===== src/rtl/divide16by8.sv =====
// Sequential unsigned 16/8 restoring divider, one quotient bit per clock.
// Latency 16 cycles after accept (0 for a zero divisor); start is ignored while busy.
module divide16by8 (
  input  logic        clk,
  input  logic        rst_n,
  input  logic        start,
  input  logic [15:0] dividend,
  input  logic [7:0]  divisor,
  output logic        busy,
  output logic        done,
  output logic [15:0] quotient,
  output logic [7:0]  remainder,
  output logic        div_by_zero
);

  typedef enum logic [1:0] {
    IDLE = 2'd0,
    RUN  = 2'd1,
    DONE = 2'd2
  } state_t;

  state_t      state;
  state_t      state_nxt;

  logic [3:0]  cnt;
  logic [7:0]  pr;
  logic [15:0] sh;
  logic [15:0] acc;
  logic [7:0]  dvs;

  logic        accept;
  logic        last_step;
  logic [8:0]  pr_shift;
  logic [8:0]  diff;
  logic        ge;
  logic [7:0]  pr_step;
  logic [15:0] acc_step;

  assign accept    = start && (state != RUN);
  assign last_step = (state == RUN) && (cnt == 4'd15);

  // The stored partial remainder is always below the divisor, so its 9th bit is
  // implicitly zero; the shifted value is at most 2*dvs-1 and the borrow of the
  // 9-bit difference is therefore an exact "less than" flag.
  always_comb begin
    pr_shift = {pr, sh[15]};
    diff     = pr_shift - {1'b0, dvs};
    ge       = ~diff[8];
    pr_step  = ge ? diff[7:0] : pr_shift[7:0];
    acc_step = {acc[14:0], ge};
  end

  always_ff @(posedge clk or negedge rst_n) begin
    if (!rst_n) begin
      state <= IDLE;
    end else begin
      state <= state_nxt;
    end
  end

  always_comb begin
    state_nxt = state;
    case (state)
      IDLE, DONE: begin
        if (start) begin
          state_nxt = (divisor == 8'd0) ? DONE : RUN;
        end else begin
          state_nxt = IDLE;
        end
      end
      RUN: begin
        if (cnt == 4'd15) begin
          state_nxt = DONE;
        end
      end
      default: state_nxt = IDLE;
    endcase
  end

  always_comb begin
    busy = (state == RUN);
    done = (state == DONE);
  end

  always_ff @(posedge clk or negedge rst_n) begin
    if (!rst_n) begin
      cnt         <= 4'd0;
      pr          <= 8'd0;
      sh          <= 16'd0;
      acc         <= 16'd0;
      dvs         <= 8'd0;
      quotient    <= 16'd0;
      remainder   <= 8'd0;
      div_by_zero <= 1'b0;
    end else if (accept) begin
      dvs <= divisor;
      cnt <= 4'd0;
      pr  <= 8'd0;
      sh  <= dividend;
      acc <= 16'd0;
      if (divisor == 8'd0) begin
        quotient    <= 16'hFFFF;
        remainder   <= dividend[7:0];
        div_by_zero <= 1'b1;
      end
    end else if (state == RUN) begin
      cnt <= cnt + 4'd1;
      pr  <= pr_step;
      sh  <= {sh[14:0], 1'b0};
      acc <= acc_step;
      if (last_step) begin
        quotient    <= acc_step;
        remainder   <= pr_step;
        div_by_zero <= 1'b0;
      end
    end
  end

endmodule

===== config.mk =====
export PLATFORM = sky130hd
export DESIGN_NAME = divide16by8
export DESIGN_NICKNAME = d
export VERILOG_FILES = /design/src/rtl/divide16by8.sv
export SDC_FILE = /design/constraint.sdc
export NUM_CORES = 1
export LEC_CHECK = 0
export CORE_UTILIZATION = 59
export DETAILED_ROUTE_END_ITERATION = 10
export GPL_TIMING_DRIVEN = 1
export PLACE_DENSITY = 0.92
export RECOVER_POWER = 100
export SLEW_MARGIN = 0
export SYNTH_ARGS = -nofsm -noshare
export SYNTH_HDL_FRONTEND = slang
export SYNTH_SLANG_ARGS = --single-unit

===== constraint.sdc =====
create_clock -name clk -period 5.7 [get_ports clk]
set_input_delay 1.71 -clock clk [delete_from_list [all_inputs] [get_ports clk]]
set_output_delay 1.71 -clock clk [all_outputs]
set_load 0.1 [all_outputs]

Word-level counts from Yosys, hierarchy flattened:

Index checks and enable logic that the tools add are counted.

* register bits: 78
* input port bits: 27
* output and inout bits: 27
* logic and storage cells: 51

* add/sub/neg operators: 2
* eq/ne operators: 6
* mux-type cells: 25
* bitwise logic cells: 1
* reduce and logical (&&, ||, !) cells: 8

Operators with widths (number)
* $mux W16: 6
* $mux W8: 7
* $mux W15: 2
* $sub A9 B8 Y9: 1
* $logic_not A8 Y1: 1
* $mux W4: 2
* $mux W2: 3
* $ne A2 B1 Y1 const B: 3
* $add A4 B1 Y4 const B: 1
* $eq A4 B4 Y1 const B: 1
* $mux W1: 4
* $pmux W2 S2: 1
* $reduce_bool A2 Y1: 2
* $reduce_and A3 Y1: 1
* $eq A2 B1 Y1 const B: 1
* $eq A2 B2 Y1 const B: 1
* $logic_and A1 B1 Y1: 2
* $logic_not A2 Y1: 1
* $reduce_or A2 Y1: 1
* $not A1 Y1: 1

Logic depth before layout (Yosys ltp):

Gate-level depths: netlist of run 1.

* depth in word-level cells: 5
* depth in mapped cells: 10
* gate-level depth less buffers: 9

Worst setup path after synthesis of run 1:

Ideal clock, no wire load.

* path type: flip-flop to output port
* start point: register state[1]
* end point: output busy
* data arrival time: 1.848 ns
* required time: 3.990 ns
* slack: 2.142 ns
* stages on the path, launching flop included: 5
* buffers on the path: 2
* cells stage by stage: dfrtp_1 nand2b_1 clkbuf_1 inv_1 clkbuf_1

* word-level cells in the longest chain between the ends: 1

Ends and longest elaborated chain
* from (decl): RTL line 22 `state_t state;`
* from (signal assigned): RTL line 57 `state <= state_nxt;`
* $eq A2 B1 Y1: RTL line 81 `busy = (state == RUN);`
* to (decl): RTL line 9 `output logic busy,`

Every way passes these cells.

Final worst setup path of run 1:

Ends and elaborated chain as after synthesis.

==> metrics.csv, run 1 <==
metric;value;unit
run status;finished, violations left;
failing checks;capacitance limit, slew limit;
DRC Markers;0;
RSZ-0062 raised after global routing;false;
number of placement rows;28;
Syn Nets;400;
cts bufs inserted;9;
final hold viol count;0;
HPWL Detailed;5650;um
cell family with most CP delay;buffers and inverters;
relative slew slack;-0.259;
Main synth FF type;dfrtp_1;
drt pass-1 iters;5;
kind of critical path;flip-flop to primary output;
Synth top area share;0.518;
crit path max fanout;2;
min Tclk post-route;3.93;ns
hold_buf cts;0;
max-cap violations;1;
vias per cell;6.26;
most numerous cell in the Yosys netlist;dfrtp_1;
initial antenna violation count;0;
CP Buf/Inv Count;2;
first-pass GRT wire length;14600;um
setup TNS;0;ns
hold crit path type;flip-flop to flip-flop;
final wirelength;9110;um
clk_lat worst skew;0.35;ns
FMAX;254;MHz
YS warnings;0;
CP max stage cell;dlygate4sd3_1;
DIE AREA;6710;sq um
synth top area cells;dfrtp_1 (52%), mux2i_1 (6.1%), nand2_1 (5.3%);
H-tree depth;3;
synthesized instance count;363;
area leader, netlist;dfrtp_1;
Die Width;81.9;um
Post-synth ARST share;1.00;
sequential share of the synthesized area;0.518;
Arr. time, crit path;2.22;ns
Post-synth EDFFs;0;
Least-Margin Pin Slew;1.89;ns
cells along the critical path;nand2b_2 > inv_1 > dlygate4sd3_1;
Avg WL per Cell;18.7;um
Iter 0 DRT Violations;300;
core area;6030;sq um
Diodes inserted;0;
Post-DRT Antenna Nets;0;
cts repair resizes;0;
Yosys reg bits;78;
GRT Util Overall;0.294;
Clock transition at path regs;0.08;ns
number of setup buffers added after CTS;0;
share of cells above drive strength 1;0.0944;
vias in the first global route;2940;
height of the die;81.9;um
Max Slew Vio Count;79;
CTS root buf;clkbuf_8;
post-synth cell types;49;
Final Cycle Share;0.689;
Clock Sinks;78;
io pins;54;
gr ovfl total;0;
Synth Cell Area;3770;sq um
CTS tree;built;
Vias;3056;
area grow syn2layout;19.8;%
Worst Skew;0.00723;ns
RD Place Congestion;0.801;
crit end category;primary output;
Layout Nets;445;
most frequent cells after synthesis;dfrtp_1 (78), nand2_1 (53), nand3_1 (29);
Max Buffers Root-to-Sink;2;
CP required;3.99;ns
port bufs;53;
Layout fillers;408;
CP Launch Type;flip-flop;
largest net degree at the start of global routing;79;
max incr delay on CP;1.20;ns
initial core utilization;0.625;
final setup fails;0;
Avg Cell Area, Syn;10.4;sq um
flip-flops by register name (all words and copies together) (netlist names):
name         cells
state            2
cnt              4
div_by_zero      1
dvs              8
remainder        8
pr               8
acc             15
quotient        16
sh              16
worst paths after layout:
kind,startpoint,to,slack [ns],cells past startpoint
setup / recovery,state[1],busy,1.77,3
hold / removal,quotient[8],quotient[8],0.49,1
setup reg to reg,sh[15],remainder[0],2.41,9
hold reg to reg,quotient[8],quotient[8],0.49,1
max in group asynchronous,rst_n,dvs[1],2.71,1
min in group asynchronous,rst_n,quotient[8],1.88,1
layout by cell type (no fill, tap or decap), drive strengths merged, types with 4 or more instances in the layout:
cell           count
dfrtp             78
nand2             53
nand3             29
dlygate4sd3       29
mux2i             23
clkdlybuf4s50     23
a21oi             22
nor2              21
o21ai             20
o22a              16
clkbuf            16
inv               14
mux2               9
ha                 9
o221ai             7
o211ai             4
routing by layer:
layer | part of all wire | GRT usage | routed length [um]
met4 | 0.020 | 0.126 | 184
met2 | 0.51 | 0.474 | 4690
met5 | 0 | 0 | 0
met1 | 0.41 | 0.397 | 3760
met3 | 0.053 | 0.0456 | 481
metrics by stage:
| stage | util | std cells | instance area (sq um) | hold WS [ns] | setup WS [ns] |
|---|---|---|---|---|---|
| finish | 0.749 | 488 | 4510 | 0.485 | 1.77 |
| global route | 0.749 | 488 | 4510 | 0.506 | 1.61 |
| CTS | 0.754 | 488 | 4540 | 0.494 | 1.82 |
| detailed placement | 0.717 | 472 | 4320 | 0.476 | 1.96 |
| global placement | 0.717 | 472 | 4320 | 0.471 | 1.99 |
| floorplan | - | 363 | 3770 | 0.458 | 2.14 |
worst register-to-register path, cell delays in order (launching register included):
cell	delay (ns)
dfrtp_1	0.38
inv_1	0.10
ha_1	0.18
inv_1	0.06
fa_1	0.44
a211oi_4	0.33
o211ai_2	0.13
a221oi_2	0.95
mux2_2	0.45
o221ai_1	0.17
cell type report:
| class | instances | area [sq um] | area share |
|---|---|---|---|
| multi-input combinational | 247 | 1640 | 0.364 |
| inverter | 15 | 56.3 | 0.0125 |
| clock buffer | 13 | 179 | 0.0397 |
| sequential | 78 | 1950 | 0.433 |
| clock inverter | 3 | 40.0 | 0.00887 |
| timing repair buffer | 57 | 548 | 0.121 |
| tap | 75 | 93.8 | 0.0208 |
cell families after synthesis:
family,after synthesis,share of synthesized area
AND/OR/NAND/NOR,117,0.137
AO/OA/AOI/OAI,84,0.171
flip-flops,78,0.518
buffers and inverters,38,0.0415
multiplexers,32,0.0880
adder cells (fa/ha/maj),10,0.0352
XOR/XNOR,4,0.00930
Power of run 1 is left out: the tool's default activity adds up to more than one toggle a clock period on the data nets, which glitch-free logic cannot reach.
==> run 2: changes to the inputs <==
CORE_UTILIZATION = 49   (was 59)
PLACE_DENSITY = 0.83   (was 0.92)
clock period = 3.6 ns   (was 5.7 ns; I/O delays follow)
==> run 2 against run 1 <==
The run still ends with capacitance limit, slew limit left. Non-clock buffer count increased by 5. Die area is 20% higher. Setup slack got worse by 1.1 ns. First-iteration DRC count down 48%. Critical path type is now input pin to flip-flop. Largest cell class unchanged.
==> metrics.csv, run 2 (synthesis results as in run 1) <==
metric;value;unit;change
clk_lat worst skew;0.34;ns;about the same
final setup margin;0.629;ns;-1.14 ns
CTS tree;built;;
number of placement rows;31;;+11%
core area;7330;sq um;+22%
RD Place Congestion;0.827;;+3.2%
kind of critical path;input pin to flip-flop;;
setup TNS;0;ns;unchanged
Clock Sinks;78;;unchanged
Die Width;89.7;um;+9.5%
vias in the first global route;2748;;-6.5%
GRT Util Overall;0.213;;-0.0814
Post-DRT Antenna Nets;0;;unchanged
FMAX;337;MHz;
Iter 0 DRT Violations;155;;-48%
post-place setup slack;0.663;ns;-1.29 ns
most frequent cells in the layout;dfrtp_1 (78), nand2_1 (53), clkbuf_1 (31), nand3_1 (29);;
largest registers;quotient (16), sh (16), acc (15);;
height of the die;89.7;um;+9.5%
run status;finished, violations left;;
final wirelength;7750;um;-15%
port bufs;53;;unchanged
WHS Endpoint;quotient[5];;
hold crit path type;flip-flop to flip-flop;;
Worst Skew;0.00820;ns;+0.000968 ns
CP Launch Type;input pin;;
HPWL Detailed;5580;um;-1.2%
first-pass GRT wire length;12900;um;-11%
Hold WS;0.489;ns;+0.00416 ns
cts repair resizes;0;;unchanged
DIE AREA;8040;sq um;+20%
Diodes inserted;0;;unchanged
Layout Nets;450;;+1.1%
drt pass-1 iters;4;;-1
CP required;3.88;ns;-0.11 ns
Max Slew Vio Count;79;;unchanged
initial core utilization;0.514;;-0.111
Final Cycle Share;0.825;;
initial antenna violation count;0;;unchanged
Hold Path Cell Cnt;1;;unchanged
Clock transition at path regs;0.08;ns;about the same
Arr. time, crit path;3.25;ns;+1.03 ns
Vias;2904;;-5.0%
failing checks;capacitance limit, slew limit;;
crit path max fanout;16;;+14
HP Start;quotient[5];;
gr ovfl total;0;;unchanged
cts bufs inserted;9;;unchanged
final setup fails;0;;unchanged
min Tclk post-route;2.97;ns;
flop-to-flop setup slack;0.63;ns;-1.78 ns
crit end category;flip-flop;;
Least-Margin Pin Slew;1.86;ns;-0.0315 ns
H-tree depth;3;;unchanged
r2r worst-path depth;10;;+1
final core utilization;0.604;;-0.145
area grow syn2layout;17.5;%;
share of cells above drive strength 1;0.0981;;+0.00366
final hold viol count;0;;unchanged
CTS root buf;clkbuf_8;;
Max Buffers Root-to-Sink;2;;unchanged
vias per cell;5.62;;-10%
Critical R2R Capture;pr[0];;
max-cap violations;1;;unchanged
RSZ-0062 raised after global routing;false;;
largest net degree at the start of global routing;79;;unchanged
Avg WL per Cell;15.0;um;-20%
Reg-to-Reg Start;sh[15];;
io pins;54;;unchanged
number of setup buffers added after CTS;0;;unchanged
hold_buf cts;0;;unchanged
DRC Markers;0;;unchanged
relative slew slack;-0.238;;+0.0210
most common cell after layout, fill and taps aside;dfrtp_1;;
-- run 2: changes by cell type in the layout (fill, tap and decap cells not counted), moves of 2 or more --
cell	change
buf_4	+2
bufinv_16	+2
clkbuf_1	+29
clkbuf_8	-3
dlygate4sd3_1	-27
o221ai_1	-3
o221ai_2	+3
-- run 2: per-stage QoR --
stage                     area (sq um)  instances
after floorplan                   3770        363
after global placement            4330        501
after detailed placement          4330        501
after CTS                         4580        517
after global routing              4430        517
final                             4430        517
-- run 2: worst max-delay path by stage --
stage | start | to | slack (ns) | depth (start not counted)
6_report | divisor[3] | quotient[0] | 0.63 | 6
5_1_grt | sh[15] | pr[0] | 0.39 | 10
4_1_cts | sh[15] | remainder[0] | 0.90 | 10
3_5_place_dp | divisor[3] | remainder[0] | 0.66 | 5
3_3_place_gp | divisor[3] | remainder[7] | 0.71 | 5
2_1_floorplan | state[1] | busy | 0.67 | 4
-- run 2: worst max-delay path, cell delays in order --
cell	delay [ns]
dlygate4sd3_1	0.56
nor4_1	0.40
nand2_1	0.21
o21ai_0	0.18
clkbuf_1	0.55
o22a_1	0.25
-- run 2: layout make-up --
| class | instances | area, sq um |
|---|---|---|
| fillers | 630 | 2910 |
| flip-flops and latches | 78 | 1950 |
| multi-input cells | 247 | 1640 |
| repair buffers | 62 | 407 |
| clock buffers | 10 | 138 |
| well taps | 99 | 124 |
| clock inverters | 6 | 109 |
| inverters | 15 | 56.3 |
-- run 2: per-layer routing --
| layer | share of wire | GRT usage |
|---|---|---|
| met1 | 0.44 | 0.281 |
| met4 | 0.017 | 0.0808 |
| met2 | 0.50 | 0.348 |
| met5 | 0 | 0 |
| met3 | 0.043 | 0.0448 |
Power of run 2 is left out for the same reason.
==> run 3: changes to the inputs <==
CORE_UTILIZATION = 54   (was 49)
PLACE_DENSITY = 0.86   (was 0.83)
clock period = 3.05 ns   (was 3.6 ns; I/O delays follow)
==> run 3 against run 2 <==
The run still ends with capacitance limit, slew limit left. First-iteration DRC count increased by 90%. Clock-buffer cell count rose by 1. Setup slack got worse by 0.32 ns. Utilization grew 5.0 points. Worst hold slack worse by 0.0014 ns. Sequential share of layout area up 0.075 points. Via count is 2.3% higher. Register-to-register slack worse by 0.32 ns. Sequential cell count unchanged. Final area is 0.17% lower. Non-clock buffer count unchanged. Final cell count is 3.7% lower. Critical path type is now flip-flop to flip-flop. Critical endpoint is now pr[4]. Largest cell class unchanged.
==> metrics.csv, run 3 (synthesis results as in run 1) <==
metric;value;unit;change
DRC Markers;0;;unchanged
grt met3 use;0.0366;;-0.00822
cts bufs inserted;9;;unchanged
CTS tree;built;;
initial antenna violation count;0;;unchanged
RSZ-0062 raised after global routing;false;;
Worst Skew;0.0100;ns;+0.00183 ns
final hold viol count;0;;unchanged
M2 GR Usage;0.381;;+0.0326
HP Start;div_by_zero;;
final wirelength;8280;um;+6.8%
failing checks;capacitance limit, slew limit;;
io pins;54;;unchanged
Vias;2971;;+2.3%
CP required;3.25;ns;-0.63 ns
crit path max fanout;12;;-4
area grow syn2layout;17.3;%;
met1 GRT Util;0.351;;+0.0703
Diodes inserted;0;;unchanged
post-place setup slack;0.360;ns;-0.304 ns
Critical R2R Capture;pr[4];;
cts repair resizes;0;;unchanged
Avg WL per Cell;16.6;um;+11%
final core utilization;0.654;;+0.0502
share of cells above drive strength 1;0.110;;+0.0120
run status;finished, violations left;;
most common cell after layout, fill and taps aside;dfrtp_1;;
Post-DRT Antenna Nets;0;;unchanged
crit end category;flip-flop;;
Clock Sinks;78;;unchanged
r2r worst-path depth;10;;unchanged
CTS root buf;clkbuf_8;;
FMAX;364;MHz;
kind of critical path;flip-flop to flip-flop;;
hold crit path type;flip-flop to flip-flop;;
largest registers;quotient (16), sh (16), acc (15);;
Least-Margin Pin Slew;1.87;ns;+0.0143 ns
core area;6760;sq um;-7.8%
final setup fails;0;;unchanged
number of placement rows;30;;-3.2%
Max Buffers Root-to-Sink;2;;unchanged
port bufs;53;;unchanged
GRT Util Overall;0.248;;+0.0346
Arr. time, crit path;2.94;ns;-0.31 ns
largest net degree at the start of global routing;79;;unchanged
CP Launch Type;flip-flop;;
drt pass-1 iters;4;;unchanged
vias in the first global route;2827;;+2.9%
vias per cell;5.97;;+6.2%
initial core utilization;0.558;;+0.0437
DIE AREA;7310;sq um;-9.1%
HPWL Detailed;5510;um;-1.3%
flop-to-flop setup slack;0.31;ns;-0.32 ns
setup TNS;0;ns;unchanged
Reg-to-Reg Start;sh[15];;
clk_lat worst skew;0.35;ns;about the same
Final Cycle Share;0.900;;
Clock transition at path regs;0.08;ns;about the same
H-tree depth;3;;unchanged
Iter 0 DRT Violations;294;;+90%
WHS Endpoint;div_by_zero;;
min Tclk post-route;2.74;ns;
relative slew slack;-0.248;;-0.00950
Layout Nets;450;;unchanged
max-cap violations;1;;unchanged
most frequent cells in the layout;dfrtp_1 (78), nand2_1 (53), nand3_1 (29), clkbuf_1 (27), clkdlybuf4s50_1 (24);;
final setup margin;0.305;ns;-0.324 ns
Die Width;85.5;um;-4.6%
hold_buf cts;0;;unchanged
Hold Path Cell Cnt;1;;unchanged
height of the die;85.5;um;-4.6%
Max Slew Vio Count;79;;unchanged
RD Place Congestion;0.823;;-0.45%
gr ovfl total;0;;unchanged
GRT Max-Usage Layer;met2;;
number of setup buffers added after CTS;0;;unchanged
first-pass GRT wire length;14100;um;+8.7%
[run 3: cell count changes in the layout (fill, tap and decap cells not counted), sizes merged]
cell           previous run  this run
clkdlybuf4s50            23        24
dlygate4sd3               2         1
clkbuf                   43        44
clkinv                    4         3
clkinvlp                  0         1
bufinv                    3         2
[run 3: per-stage QoR]
stage	instances	hold WS (ns)	cell area [sq um]
floorplan	363	0.458	3770
global placement	482	0.469	4340
detailed placement	482	0.471	4340
CTS	498	0.490	4570
global route	498	0.511	4420
finish	498	0.488	4420
[run 3: critical path: stages, from the launching register on]
cell and delay (ns):
dfrtp_1 0.39, inv_1 0.08, ha_1 0.16, inv_1 0.05
fa_1 0.45, a211oi_4 0.30, o211ai_1 0.14, a221oi_1 0.29
buf_4 0.27, mux2i_1 0.35, o21ai_0 0.13
[run 3: final cells by class]
class,count,area (sq um)
multi-input cells,247,1650
well taps,80,100
flip-flops and latches,78,1950
clock inverters,5,81.3
fillers,528,2340
repair buffers,62,429
inverters,15,56.3
clock buffers,11,151
[run 3: worst max path at each step]
stage	endpoint	cells after the start	slack, ns	start
final	pr[4]	10	0.31	sh[15]
after global placement	quotient[15]	6	0.38	divisor[3]
after global routing	remainder[0]	10	0.19	sh[15]
after detailed placement	quotient[4]	6	0.36	divisor[3]
after CTS	remainder[0]	10	0.38	sh[15]
after floorplan	busy	4	0.29	state[1]
[run 3: per-layer routing]
metal	up-vias	routed length, um
met5	-	0
met4	0	210
met3	15	275
met2	76	3970
met1	1492	3820
li1	1388	-
Power of run 3 is left out for the same reason.
